`config.mk`:
```
export PLATFORM = sky130hd
export DESIGN_NAME = simplespislave
export DESIGN_NICKNAME = d
export VERILOG_FILES = /design/src/rtl/simplespislave.sv
export SDC_FILE = /design/constraint.sdc
export NUM_CORES = 1
export LEC_CHECK = 0
export BUFFER_PORTS_ARGS = -buffer_cell sky130_fd_sc_hd__buf_4
export CAP_MARGIN = 20
export CORE_UTILIZATION = 40
export CTS_BUF_LIST = sky130_fd_sc_hd__clkbuf_4 sky130_fd_sc_hd__clkbuf_8
export DETAILED_ROUTE_END_ITERATION = 8
export GPL_TIMING_DRIVEN = 0
export HOLD_SLACK_MARGIN = 0.06
export PLACE_DENSITY = 0.62
export SLEW_MARGIN = 20
export SYNTH_ARGS = -nofsm -noshare
export SYNTH_HDL_FRONTEND = slang
export SYNTH_SLANG_ARGS = --single-unit
```
`constraint.sdc`:
```
create_clock -name clk -period 1.5 [get_ports clk]
set_clock_uncertainty 0.05 [all_clocks]
set_input_delay 0.15 -clock clk [delete_from_list [all_inputs] [get_ports clk]]
set_output_delay 0.15 -clock clk [all_outputs]
set_load 0.02 [all_outputs]
```
`src/rtl/simplespislave.sv`:
```
// simplespislave: SPI mode-0 slave, fully oversampled in the clk domain.
// The CPU side has one TX holding register and one RX data register.
// Both registers carry sticky overrun/underrun flags.
`timescale 1ns/1ps

module simplespislave #(
    parameter int         SYNC_STAGES = 2,
    parameter logic [7:0] FILL_BYTE   = 8'hFF
) (
    input  logic       clk,
    input  logic       resetn,
    input  logic       sck,
    input  logic       cs_n,
    input  logic       mosi,
    output logic       miso,
    input  logic [7:0] tx_data,
    input  logic       tx_we,
    output logic       tx_ready,
    output logic [7:0] rx_data,
    output logic       rx_valid,
    input  logic       rx_rd,
    output logic       rx_overrun,
    output logic       tx_underrun,
    output logic       busy
);

    typedef enum logic {
        ST_IDLE  = 1'b0,
        ST_SHIFT = 1'b1
    } state_t;

    // Synchronizer chains. Each chain shifts left, and the MSB is the synced value.
    logic [SYNC_STAGES-1:0] r_sck_sync;
    logic [SYNC_STAGES-1:0] r_cs_sync;
    logic [SYNC_STAGES-1:0] r_mosi_sync;
    logic                   r_sck_d;

    logic w_sck_s;
    logic w_cs_s;
    logic w_mosi_s;
    logic w_sck_rise;
    logic w_sck_fall;

    state_t r_state;
    state_t w_next_state;

    logic       w_load;      // move the holding reg (or the fill byte) into shift_tx
    logic       w_sample;    // capture one mosi bit
    logic       w_shift;     // advance shift_tx to the next miso bit
    logic       w_go_idle;   // chip select released mid-frame
    logic [7:0] w_load_byte;

    logic [7:0] r_shift_tx;
    logic [7:0] r_shift_rx;
    logic [2:0] r_bit_cnt;
    logic       r_byte_done;

    logic [7:0] r_hold;
    logic       r_tx_ready;
    logic       r_tx_underrun;

    logic [7:0] r_rx_data;
    logic       r_rx_valid;
    logic       r_rx_overrun;

    assign w_sck_s    = r_sck_sync[SYNC_STAGES-1];
    assign w_cs_s     = r_cs_sync[SYNC_STAGES-1];
    assign w_mosi_s   = r_mosi_sync[SYNC_STAGES-1];
    assign w_sck_rise = w_sck_s & ~r_sck_d;
    assign w_sck_fall = ~w_sck_s & r_sck_d;

    // An empty holding register means the master gets the fill byte.
    assign w_load_byte = r_tx_ready ? FILL_BYTE : r_hold;

    // Bring the asynchronous SPI pins into clk and keep a delayed sck for edge detection.
    always_ff @(posedge clk or negedge resetn) begin
        if (!resetn) begin
            r_sck_sync  <= '0;
            r_cs_sync   <= '1;
            r_mosi_sync <= '0;
            r_sck_d     <= 1'b0;
        end else begin
            // NOTE: non-blocking assignments let every flop sample its pre-edge input; blocking would collapse the chain.
            r_sck_sync  <= {r_sck_sync[SYNC_STAGES-2:0], sck};
            r_cs_sync   <= {r_cs_sync[SYNC_STAGES-2:0], cs_n};
            r_mosi_sync <= {r_mosi_sync[SYNC_STAGES-2:0], mosi};
            r_sck_d     <= w_sck_s;
        end
    end

    // State register.
    always_ff @(posedge clk or negedge resetn) begin
        if (!resetn) r_state <= ST_IDLE;
        else         r_state <= w_next_state;
    end

    // Next state, plus the per-clock datapath strobes derived from synced pins.
    always_comb begin
        // NOTE: every output gets a default first so no path through the case infers a latch.
        w_next_state = r_state;
        w_load       = 1'b0;
        w_sample     = 1'b0;
        w_shift      = 1'b0;
        w_go_idle    = 1'b0;
        case (r_state)
            ST_IDLE: begin
                if (!w_cs_s) begin
                    w_load       = 1'b1;
                    w_next_state = ST_SHIFT;
                end
            end
            ST_SHIFT: begin
                if (w_cs_s) begin
                    w_go_idle    = 1'b1;
                    w_next_state = ST_IDLE;
                end else begin
                    w_sample = w_sck_rise;
                    if (w_sck_fall) begin
                        if (r_bit_cnt == 3'd0) w_load  = 1'b1;
                        else                   w_shift = 1'b1;
                    end
                end
            end
            default: w_next_state = ST_IDLE;
        endcase
    end

    // Shift registers and bit counter. bit_cnt wraps 7->0 on the byte's last sample.
    always_ff @(posedge clk or negedge resetn) begin
        if (!resetn) begin
            r_shift_tx  <= '0;
            r_shift_rx  <= '0;
            r_bit_cnt   <= '0;
            r_byte_done <= 1'b0;
        end else begin
            r_byte_done <= w_sample && (r_bit_cnt == 3'd7);
            if (w_load)       r_shift_tx <= w_load_byte;
            else if (w_shift) r_shift_tx <= {r_shift_tx[6:0], 1'b0};
            if (w_sample)     r_shift_rx <= {r_shift_rx[6:0], w_mosi_s};
            if (w_go_idle || (r_state == ST_IDLE)) r_bit_cnt <= '0;
            else if (w_sample)                      r_bit_cnt <= r_bit_cnt + 3'd1;
        end
    end

    // TX holding register. A load frees it; a write is accepted only while it is empty.
    always_ff @(posedge clk or negedge resetn) begin
        if (!resetn) begin
            r_hold        <= '0;
            r_tx_ready    <= 1'b1;
            r_tx_underrun <= 1'b0;
        end else begin
            if (w_load && r_tx_ready) r_tx_underrun <= 1'b1;
            else if (tx_we)           r_tx_underrun <= 1'b0;
            if (w_load && !r_tx_ready) begin
                r_tx_ready <= 1'b1;
            end else if (tx_we && r_tx_ready) begin
                r_hold     <= tx_data;
                r_tx_ready <= 1'b0;
            end
        end
    end

    // RX register. A completed byte always wins over a concurrent CPU read.
    always_ff @(posedge clk or negedge resetn) begin
        if (!resetn) begin
            r_rx_data    <= '0;
            r_rx_valid   <= 1'b0;
            r_rx_overrun <= 1'b0;
        end else if (r_byte_done) begin
            r_rx_data  <= r_shift_rx;
            r_rx_valid <= 1'b1;
            if (rx_rd)           r_rx_overrun <= 1'b0;
            else if (r_rx_valid) r_rx_overrun <= 1'b1;
        end else if (rx_rd) begin
            r_rx_valid   <= 1'b0;
            r_rx_overrun <= 1'b0;
        end
    end

    assign miso        = (r_state == ST_SHIFT) ? r_shift_tx[7] : 1'b1;
    assign tx_ready    = r_tx_ready;
    assign tx_underrun = r_tx_underrun;
    assign rx_data     = r_rx_data;
    assign rx_valid    = r_rx_valid;
    assign rx_overrun  = r_rx_overrun;
    assign busy        = ~w_cs_s;

endmodule

```
==> impl_metrics.tcl <==
set metrics [dict create \
    run_status "complete, but fails checks" \
    violations_in_the_final_reports "DRC" \
    initial_core_util_pct 42.71 \
    pwr-share-seq_pct 57.7 \
    num-fill-cells 393 \
    cp-end-kind "flip-flop" \
    routabilityCongestion 0.7292 \
    report.final.setup_viol 0 \
    grt_start_max_net_pins 49 \
    cts_buffers 5 \
    vdd.ir_drop.worst_mv 0.5824 \
    final.period_utilization_pct 96.23 \
    layout_area_growth_over_synthesis_pct 28.41 \
    cp.required_ps 1640 \
    first_pass_iteration_count_of_the_detailed_router 6 \
    final_hold_violations 0 \
    cts_htree_levels 2 \
    die_w_um 70.89 \
    avgSynthCellArea_um2 13.46 \
    total_wire_length_mm 2.971 \
    detailed_place.area_um2 2173 \
    floorplan.die.height_um 70.89 \
    mappedNetlistNets 159 \
    power_density_nw_per_um2 1140 \
    async_flop_share_pct 100.0 \
    internal_power_uw 2080 \
    clock-sinks 48 \
    grt_antenna_before_repair 0 \
    maxSlewHeadroom_pct 61.21 \
    setup_repair_after_global_routing_missed_its_margin "no" \
    synth-edff-count 0 \
    core_area_um2 4444 \
    place.detailed.hpwl_mm 2.045 \
    synth_cell_types 28 \
    layout.nets 207 \
    post_route_cells_drive_above_1_share_pct 39.47 \
    drt-wirelength-per-cell_um 12.28 \
    min_path_cells 0 \
    switching_share_pct 25.13 \
    cts.root.buffer_cell "sky130_fd_sc_hd__clkbuf_8" \
    clock_latency_ps 300 \
    comb_power_share_pct 14.4 \
    cts.path.max_buffers 2 \
    vias 1192 \
    ioPinCount 29 \
    core.rowCount 24 \
    critical_path_class "flip-flop to flip-flop" \
    reg2reg_depth 6 \
    post_synth_instance_area_um2 1898 \
    cts.clk_slew.worst_paths_ps 80 \
    destination_of_the_worst_hold_path "r_sck_sync[1]" \
    ys_warns 0 \
    rr_startpoint "r_bit_cnt[0]" \
    tritoncts_clock_tree "built" \
    final_core_utilization_pct 54.84 \
    holdCritStartpoint "r_sck_sync[0]" \
    syn_inst 141 \
    path_max_fanout 9 \
    placement.io_buffers 28 \
    finalCriticalPeriod_ps 1444 \
    ant_nets 0 \
    worstReg2RegEnd "r_shift_tx[6]" \
    layout.cell_area.non_filler_um2 2437 \
    synth_seq_area_share_pct 63.48 \
    first_global_vias 1223 \
    viasPerCell 4.926 \
    worst-slew-pin-transition_ps 581.9 \
    reg2reg_setup_slack_ps 60 \
    total_leakage_power_uw 0.001209 \
    yosys_most_used_dff "sky130_fd_sc_hd__dfrtp_1" \
    grt_first_pass_wirelength_mm 5.278 \
    number_of_remaining_drc_errors 6 \
    dieArea_um2 5025 \
    crit_path_start_kind "flip-flop" \
    antenna-diode-count 0 \
    grt_usage_pct 13.89 \
    first_iter_violations 73 \
    crit_arrival_ps 1580 \
    min-delay-path-class "flip-flop to flip-flop" \
    grt.overflow.total 0 \
    maxCapViolCount 0 \
    ys_seq_elements 48 \
    switching_power_uw 698.4 \
    clock_power_share_pct 27.9 \
    fmaxAchievable_ghz 0.6928 \
    total_count_of_max_transition_violations_in_the_final_report 0 \
]
[cells by family (layout without fill, tap and decap cells)]
group | Yosys count | count (layout) | share of synthesized area (%)
buf+inv | 13 | 62 | 3.494
simple gates | 34 | 34 | 9.097
fa+ha+maj | 3 | 3 | 1.978
flops | 48 | 48 | 63.48
mux | 26 | 26 | 15.29
compound gates | 16 | 16 | 6.196
xor+xnor | 1 | 1 | 0.4615
[how the worst max path moves through the flow]
stage                 startpoint       endpoint  slack [ps]  cells past startpoint
detailed placement  r_bit_cnt[0]  r_shift_tx[2]        -100                      6
global placement    r_bit_cnt[0]  r_shift_tx[7]         -60                      6
finish              r_bit_cnt[0]  r_shift_tx[6]          60                      6
floorplan           r_bit_cnt[0]       tx_ready          60                      7
CTS                 r_bit_cnt[0]       tx_ready          -8                      6
global route        r_bit_cnt[0]       tx_ready           5                      6
[per-layer routing]
| layer | vias to the layer above | wire length (µm) | track usage, % | share of wire (%) |
|---|---|---|---|---|
| li1 | 576 | - | - | - |
| met1 | 584 | 1246 | 15.19 | 42 |
| met2 | 26 | 1515 | 23.82 | 51 |
| met3 | 6 | 156 | 5.698 | 5.3 |
| met4 | 0 | 53 | 6.000 | 1.8 |
| met5 | - | 0 | 0 | 0 |
[synth_stat cells (all sizes together), types with 2 or more instances]
library cell,number,area share [%]
dfrtp,45,59
mux2,24,14
nor2,12,3.2
nand2,10,2.0
inv,7,1.4
nor3,7,1.8
o31ai,7,3.0
buf,4,1.7
o21ai,4,1.3
dfstp,3,4.2
ha,3,2.0
nand2b,3,1.4
a21o,2,0.79
clkbuf,2,0.40
mux2i,2,1.1
[power by group through the flow]
stage	logic, µW	clock network [µW]	registers, µW
floorplan	257	0	1590
global placement	360	0	1610
detailed placement	375	0	1620
CTS	405	812	1590
global route	443	869	1630
finish	399	776	1600
[worst max-delay path, stage by stage (launching register included)]
cell and delay [ps]:
sky130_fd_sc_hd__dfrtp_1 410, sky130_fd_sc_hd__inv_2 80, sky130_fd_sc_hd__ha_2 170, sky130_fd_sc_hd__inv_2 50, sky130_fd_sc_hd__o21a_4 220, sky130_fd_sc_hd__nor3_1 250, sky130_fd_sc_hd__o31ai_2 90
[final cells by class]
cell class	instances	area [µm²]	area share, %
Sequential cell	48	1205	49.44
Multi-Input combinational cell	80	658.1	27.00
Timing Repair Buffer	43	357.8	14.68
Clock buffer	6	82.58	3.388
Tap cell	52	65.06	2.669
Buffer	4	32.53	1.335
Inverter	7	26.28	1.078
Clock inverter	2	10.01	0.4107
[repair_timing]
item / 4_1_cts / 5_1_grt
setup endpoints to repair: 10 / 11
resized for setup: 2 / 8
pin swaps: 0 / 5
endpoints found under the hold margin: 59 / 0
hold buffers: 14 / 0
buffers inserted: 0 / 1
[registers in the layout (all words and copies together) (netlist names)]
signal / cells
tx_underrun: 1
r_sck_d: 1
r_byte_done: 1
r_state: 1
r_mosi_sync: 2
rx_valid: 1
r_shift_tx: 8
rx_overrun: 1
r_sck_sync: 2
r_cs_sync: 2
r_shift_rx: 8
rx_data: 8
tx_ready: 1
r_hold: 8
r_bit_cnt: 3
[layout by cell type, fill, tap and decap left out, types with 2 or more instances in the layout]
cell type                       Yosys  final
sky130_fd_sc_hd__buf_6              2      2
sky130_fd_sc_hd__buf_4              0     29
sky130_fd_sc_hd__nand2_1           10      9
sky130_fd_sc_hd__clkbuf_8           0      6
sky130_fd_sc_hd__inv_1              7      5
sky130_fd_sc_hd__dfstp_2            3      3
sky130_fd_sc_hd__nor2_1            11     10
sky130_fd_sc_hd__mux2i_1            2      2
sky130_fd_sc_hd__clkinv_2           0      2
sky130_fd_sc_hd__a21o_1             2      2
sky130_fd_sc_hd__nand2b_1           2      2
sky130_fd_sc_hd__dlygate4sd3_1      0     14
sky130_fd_sc_hd__dfrtp_1           45     45
sky130_fd_sc_hd__ha_1               3      2
sky130_fd_sc_hd__mux2_1             5      5
sky130_fd_sc_hd__nor3_1             7      7
sky130_fd_sc_hd__inv_2              0      2
sky130_fd_sc_hd__o31ai_1            6      5
sky130_fd_sc_hd__mux2_2            19     19
sky130_fd_sc_hd__o31ai_2            1      2
sky130_fd_sc_hd__buf_2              2      2
[per-stage QoR]
step | total power [µW] | std cells | TNS [ps] | setup slack (ps) | hold WS [ps]
after floorplan | 1849 | 141 | 0 | 60.31 | -195.6
after global placement | 1970 | 221 | -386.9 | -59.45 | 133.8
after detailed placement | 1994 | 221 | -622.7 | -97.11 | 146.8
after CTS | 2810 | 242 | -14.91 | -7.963 | 302.8
after global routing | 2943 | 242 | 0 | 4.970 | 307.2
final | 2779 | 242 | 0 | 56.49 | 301.0
Note: power is estimated with default switching activity, not from simulation.
